**config.mk**
```make
export PLATFORM = sky130hd
export DESIGN_NAME = theia_wb_mem_slave
export DESIGN_NICKNAME = d
export VERILOG_FILES = /design/src/rtl/theia_wb_mem_slave_pkg.sv /design/src/rtl/theia_mem_rd_latency.sv /design/src/rtl/theia_wb_mem_slave.sv
export SDC_FILE = /design/constraint.sdc
export NUM_CORES = 1
export LEC_CHECK = 0
export ABC_AREA = 1
export BUFFER_PORTS_ARGS = -buffer_cell sky130_fd_sc_hd__buf_2
export CORE_MARGIN = 3
export CORE_UTILIZATION = 30
export CTS_CLUSTER_DIAMETER = 100
export DETAILED_ROUTE_END_ITERATION = 6
export PLACE_DENSITY_LB_ADDON = 0.3
export SKIP_CTS_REPAIR_TIMING = 1
export SYNTH_ARGS = -nofsm -noshare
export SYNTH_HDL_FRONTEND = slang
export SYNTH_SLANG_ARGS = --single-unit
```
**constraint.sdc**
```tcl
create_clock -name CLK_I -period 1.4 [get_ports CLK_I]
set_input_delay 0.21 -clock CLK_I [delete_from_list [all_inputs] [get_ports CLK_I]]
set_output_delay 0.21 -clock CLK_I [all_outputs]
set_load 0.03 [all_outputs]
```
**src/rtl/theia_wb_mem_slave_pkg.sv**
```systemverilog
// theia_wb_mem_slave_pkg: bus width, FSM encodings and region tags for the THEIA memory slave
`ifndef WB_WIDTH
`define WB_WIDTH 32
`endif
package theia_wb_mem_slave_pkg;
  localparam int unsigned WB_W = `WB_WIDTH;
  localparam logic [1:0] MEMSL_IDLE = 2'd0;
  localparam logic [1:0] MEMSL_WRITE = 2'd1;
  localparam logic [1:0] MEMSL_READ_WAIT = 2'd2;
  localparam logic [1:0] MEMSL_ACK = 2'd3;
  localparam logic [1:0] TAG_INSTR = 2'b00;
  localparam logic [1:0] TAG_DATA = 2'b01;
  localparam logic [1:0] TAG_OUTPUT = 2'b10;
  localparam logic [1:0] TAG_CONFIG = 2'b11;
endpackage

```
**src/rtl/theia_mem_rd_latency.sv**
```systemverilog
// theia_mem_rd_latency: loadable down-counter, done marks the SRAM read-capture cycle
module theia_mem_rd_latency #(
  parameter int unsigned LATENCY = 1
) (
  input  logic clk,
  input  logic rst,
  input  logic load,
  output logic done
);
  logic [2:0] cnt;
  always_ff @(posedge clk)
    cnt <= rst ? 3'd0 : load ? 3'(LATENCY) : cnt - 3'(cnt != 3'd0);
  assign done = cnt == 3'd0;
endmodule

```
**src/rtl/theia_wb_mem_slave.sv**
```systemverilog
// theia_wb_mem_slave: Wishbone classic slave driving a single-port sync SRAM, tag-selected regions
// Optional range check with oAddrErr enabled by defining THEIA_MEM_ADDR_CHECK_EN.
module theia_wb_mem_slave
  import theia_wb_mem_slave_pkg::*;
#(
  parameter int unsigned WB_WIDTH = `WB_WIDTH,
  parameter int unsigned REGION_BITS = 10,
  parameter int unsigned READ_LATENCY = 1
) (
  input  logic                   CLK_I,
  input  logic                   RST_I,
  input  logic                   CYC_I,
  input  logic                   STB_I,
  input  logic                   WE_I,
  input  logic [WB_WIDTH-1:0]    ADR_I,
  input  logic [WB_WIDTH-1:0]    DAT_I,
  input  logic [1:0]             TGA_I,
  output logic                   ACK_O,
  output logic [WB_WIDTH-1:0]    DAT_O,
  output logic [REGION_BITS+1:0] oMemAddr,
  output logic                   oMemWe,
  output logic                   oMemRe,
  output logic [WB_WIDTH-1:0]    oMemWData,
  input  logic [WB_WIDTH-1:0]    iMemRData,
  output logic                   oBusy
`ifdef THEIA_MEM_ADDR_CHECK_EN
  ,output logic                  oAddrErr
`endif
);
  logic [1:0] state, next;
  logic accept, rd_done, rd_cap, err, err_q, re_q;
  assign accept = state == MEMSL_IDLE && CYC_I && STB_I;
  assign rd_cap = state == MEMSL_READ_WAIT && CYC_I && rd_done;
`ifdef THEIA_MEM_ADDR_CHECK_EN
  assign err = |(ADR_I >> REGION_BITS);
  always_ff @(posedge CLK_I)
    oAddrErr <= RST_I ? 1'b0 : oAddrErr | (accept && WE_I && err) | (rd_cap && err_q);
`else
  assign err = 1'b0;
`endif
  theia_mem_rd_latency #(.LATENCY(READ_LATENCY)) u_lat (
    .clk (CLK_I),
    .rst (RST_I),
    .load(accept && !WE_I),
    .done(rd_done)
  );
  always_comb
    next = state == MEMSL_IDLE ? (accept ? (WE_I ? MEMSL_WRITE : MEMSL_READ_WAIT) : MEMSL_IDLE) :
           state == MEMSL_READ_WAIT ? (!CYC_I ? MEMSL_IDLE : rd_done ? MEMSL_ACK : MEMSL_READ_WAIT) :
           MEMSL_IDLE;
  always_ff @(posedge CLK_I)
    if (RST_I) begin
      state <= MEMSL_IDLE;
      DAT_O <= '0;
      oMemAddr <= '0;
      oMemWData <= '0;
      err_q <= 1'b0;
      re_q <= 1'b0;
    end else begin
      state <= next;
      re_q <= accept && !WE_I && !err;
      if (accept) begin
        oMemAddr <= {TGA_I, ADR_I[REGION_BITS-1:0]};
        oMemWData <= DAT_I;
        err_q <= err;
      end
      // aborted reads never reach rd_cap, so stale SRAM data is dropped
      if (rd_cap) DAT_O <= err_q ? '0 : iMemRData;
    end
  assign oMemRe = re_q;
  assign oMemWe = state == MEMSL_WRITE && !err_q;
  assign ACK_O = state == MEMSL_WRITE || state == MEMSL_ACK;
  assign oBusy = state != MEMSL_IDLE;
endmodule

```
# Word-level counts from Yosys, hierarchy flattened
# Cells that the tools add are included.
# totals
register_bits,82
latchBits,0
ram_bits,0
rom_bits,0
inputBits,103
output_inout_bits,80
elab_cells,30
n_memories,0
# classes
n_addsub,1
multipliers,0
n_div,0
magnitude_cmp,0
n_eq_ne,3
n_shift,0
muxes,7
bitwise,0
reduce_logical,12
# op_table
operator,n
$mux W2,5
$logic_and A1 B1 Y1,5
$eq A2 B2 Y1 const B,2
$logic_not A3 Y1,1
$reduce_bool A3 Y1,1
$sub A3 B1 Y3,1
$eq A2 B1 Y1 const B,1
$logic_not A2 Y1,1
$mux W1,2
$reduce_bool A2 Y1,1
$reduce_or A2 Y1,1
$logic_not A1 Y1,1
$logic_or A1 B1 Y1,1

# Logic depth before layout (Yosys ltp)
# logic_depth
depth_word,5
depth_mapped,7
ltp_nobuf,7

# Cells and area by module
# A second synthesis with hierarchy kept.
# hier_totals
cells_unflattened,486
area_unflattened_um2,3463.3
# by_module_without_submodules
module,n_inst,cells_each,area_each_um2
theia_wb_mem_slave,1,467,3315.7
theia_mem_rd_latency,1,19,147.6

# Worst setup path after synthesis
# No wires, ideal clock.
# synth_path
kind,reg2reg
start,register u_lat.cnt[1]
end,register u_lat.cnt[2]
arrival_time_ps,1042
t_required_ps,1284
setup_slack_ps,242
stages_incl_launch_ff,7
n_path_buf,0
synth_period_minus_slack_ps,1158
path_cell_list,dfxtp_1 > nor2_1 > nand2_1 > ha_1 > ha_1 > xnor2_1 > nor2_1
# synth_via
elab_chain_len,2
# synth_rtl
element,line,text
start: declaration,theia_mem_rd_latency.sv:10,logic [2:0] cnt;
start signal: assignment,theia_mem_rd_latency.sv:12,cnt <= rst ? 3'd0 : load ? 3'(LATENCY) : cnt - 3'(cnt != 3'd0);
$reduce_bool A3 Y1,theia_mem_rd_latency.sv:12,
$sub A3 B1 Y3 *,theia_mem_rd_latency.sv:12,
# Every way passes the cells marked *; elsewhere a longest branch is shown, timed or not.
# A chain may end at the register's enable or synchronous reset.

# Worst setup path in the final report
# layout_path
start,register state[0]
end,output oMemWe
# layout_via
elab_chain_len,1
# layout_rtl
element,line,text
start: declaration,theia_wb_mem_slave.sv:30,"logic [1:0] state, next;"
start signal: assignment,theia_wb_mem_slave.sv:60,state <= next;
$eq A2 B1 Y1,theia_wb_mem_slave.sv:71,assign oMemWe = state == MEMSL_WRITE && !err_q;
end: declaration,theia_wb_mem_slave.sv:21,"output logic oMemWe,"
# Every way passes these cells.

==> impl_metrics.ini <==
[status]
run_status = finished clean

[worst_setup_path]
worstPathMaxFanout = 3
reg2reg_slack_ps = 150
worst_r2r_endpoint = u_lat.cnt[2]$_SDFF_PP0_
arrival_ps = 1100
worst_setup_path_start_kind = flip-flop
r2r_start = u_lat.cnt[2]$_SDFF_PP0_
critPathRequiredTime_ps = 1190
crit_type = reg -> out
end_kind = output port
ff2ff_path_depth = 6

[sta]
fin_ws_ps = 90.2
max_freq_mhz = 763
worst_slew_margin_rel_pct = 80.8
tightest_slew_ps = 288
fin_crit_sh_pct = 93.6
skew_ps = 7.84
setup_viol_count_final = 0
final.setup.tns_ps = 0
rsz0062_at_grt = false
fin_crit_ps = 1310
finalMaxSlewViolations = 0
hold_viol = 0

[placement]
gp_congestion = 0.680
dp_cells = 711
dpl_cell_area_um2 = 4120
dp_hpwl_um = 5890
portBuffers = 160
dp_slack_ps = 65.4

[clocking]
clock_sinks = 82
cts_buffer_depth = 2
clock_tree.root_cell = clkbuf_8
cts_made_buffers = 9
insertion_delay_ps = 340
clk_pin_slew_worst_paths_ps = 80
h-tree-depth = 3
cts_tree = yes

[cells_and_area]
final_cell_area_um2 = 4340
syn2layout_area_growth_pct = 35.9
layout-drive-gt1-share_pct = 33.0
num_antenna_cells = 0
layout_common_cells = buf_2 (159), nor2_1 (155), dfxtp_1 (80)
fin_cells = 727
nets = 691
final_common_cell = buf_2

[route]
drc_errors = 0
via_per_inst = 4.32
drtIter0Drc = 154
antenna_left = 0
drtPass1Iterations = 4
wl_um = 8210
route.vias.total = 3141
wire_per_inst_um = 11.3

[synthesis]
postSynthCellCount = 434
netlist_area_um2 = 3190
yosysWarnings = 0
synth_nets = 539
synth_seq_area_share_pct = 51.4
synthDistinctLibCells = 21
syn_avg_cell_area_um2 = 7.36
synth-seq-cells = 82

[grt]
grt_pass1_wl_um = 13000
grt_overflow = 0
antenna_found_initial = 0
busiest_layer = met2
use_met2_pct = 22.6
grt_use_met1_pct = 15.9
grt_pass1_vias = 2893
grt_start_max_net_pins = 47
use_met3_pct = 5.39
track_usage_pct = 13.8

[worst_hold_path]
hp-class = in -> reg
min_from = RST_I
hold_depth = 2
min_to = state[0]$_SDFF_PP0_

[floorplanning]
start_util_pct = 30.9
row_count = 37
die_x_um = 109
die_h_um = 109
pin_count = 183
core_um2 = 10300
die_area_um2 = 11900

[power]
vdd_drop_max_mv = 0.628
pwr_density_cell_nw_per_um2 = 1340
p_leak_uw = 0.00225
p_total_uw = 5820

[flow_run]
max_cap_violations = 0
## per-layer routing
layer  up-vias  share of wire, %
met5         -                 0
met4         0               1.0
met3         9                11
met2       115                46
met1      1391                43
li1       1626                 -
## cells in the mapped netlist
cell type    n  area, um2
nor2_1     157        589
dfxtp_1     82       1640
o21ai_0     46        230
inv_1       38        143
nand2_1     38        143
nand3_1     34        170
buf_6        7       78.8
buf_2        6       30.0
clkbuf_1     5       18.8
clkbuf_2     4       20.0
buf_4        3       22.5
inv_2        3       11.3
ha_1         2       25.0
nor2_2       2       12.5
a21oi_1      1       5.00
buf_1        1       3.75
clkinv_4     1       8.76
nand2_4      1       11.3
nand3_2      1       10.0
nor2_4       1       11.3
xnor2_1      1       8.76
## through the flow
stage	hold WS (ps)	util (%)
3_3_place_gp	432	39.9
4_1_cts	54.2	41.9
6_report	72.9	42.1
3_5_place_dp	437	39.9
2_1_floorplan	279	-
5_1_grt	72.5	42.1
## sequential cells by signal (all words and copies together), names as in the netlist
signal     cells
DAT_O         32
oMemWData     32
oMemAddr      12
u_lat.cnt      3
state          2
oMemRe         1
## critical path: stages, from the launching register on
cell and delay, ps:
dfxtp_2 360, buf_4 130, inv_2 40, nor2_2 70, buf_4 160
## worst max path at each step
| stage | start | end | cells after the start |
|---|---|---|---|
| 6_report | state[0]$_SDFF_PP0_ | oMemWe | 4 |
| 5_1_grt | state[0]$_SDFF_PP0_ | oMemWe | 4 |
| 4_1_cts | state[1]$_SDFF_PP0_ | oBusy | 3 |
| 3_5_place_dp | state[1]$_SDFF_PP0_ | u_lat.cnt[0]$_SDFF_PP0_ | 5 |
| 3_3_place_gp | CYC_I | state[1]$_SDFF_PP0_ | 7 |
| 2_1_floorplan | u_lat.cnt[1]$_SDFF_PP0_ | u_lat.cnt[2]$_SDFF_PP0_ | 6 |
## logic make-up after synthesis
logic type / after synthesis / share of synthesized area [%]
AOI/OAI and AO/OA: 47 / 7.36
xor gates and xnor gates: 1 / 0.274
adders and majority gates: 2 / 0.783
buffers and inverters: 68 / 10.5
DFF: 82 / 51.4
and+or+nand+nor: 234 / 29.7
## cell type report
type                       count  area (um2)
clock buffer                  13         159
clock inverter                 3        46.3
fill                        1116        5980
inverter                      42         165
multi-input combinational    284        1230
sequential                    82        1640
tap                          136         170
timing repair buffer         167         931
## power by group
| part | leakage, uW | switching [uW] | internal, uW |
|---|---|---|---|
| Clock | 0.000100 | 835 | 931 |
| Combinational | 0.00148 | 939 | 517 |
| Sequential | 0.000671 | 91.6 | 2500 |
| Total | 0.00225 | 1870 | 3950 |
Note: power is estimated with default switching activity, not from simulation.
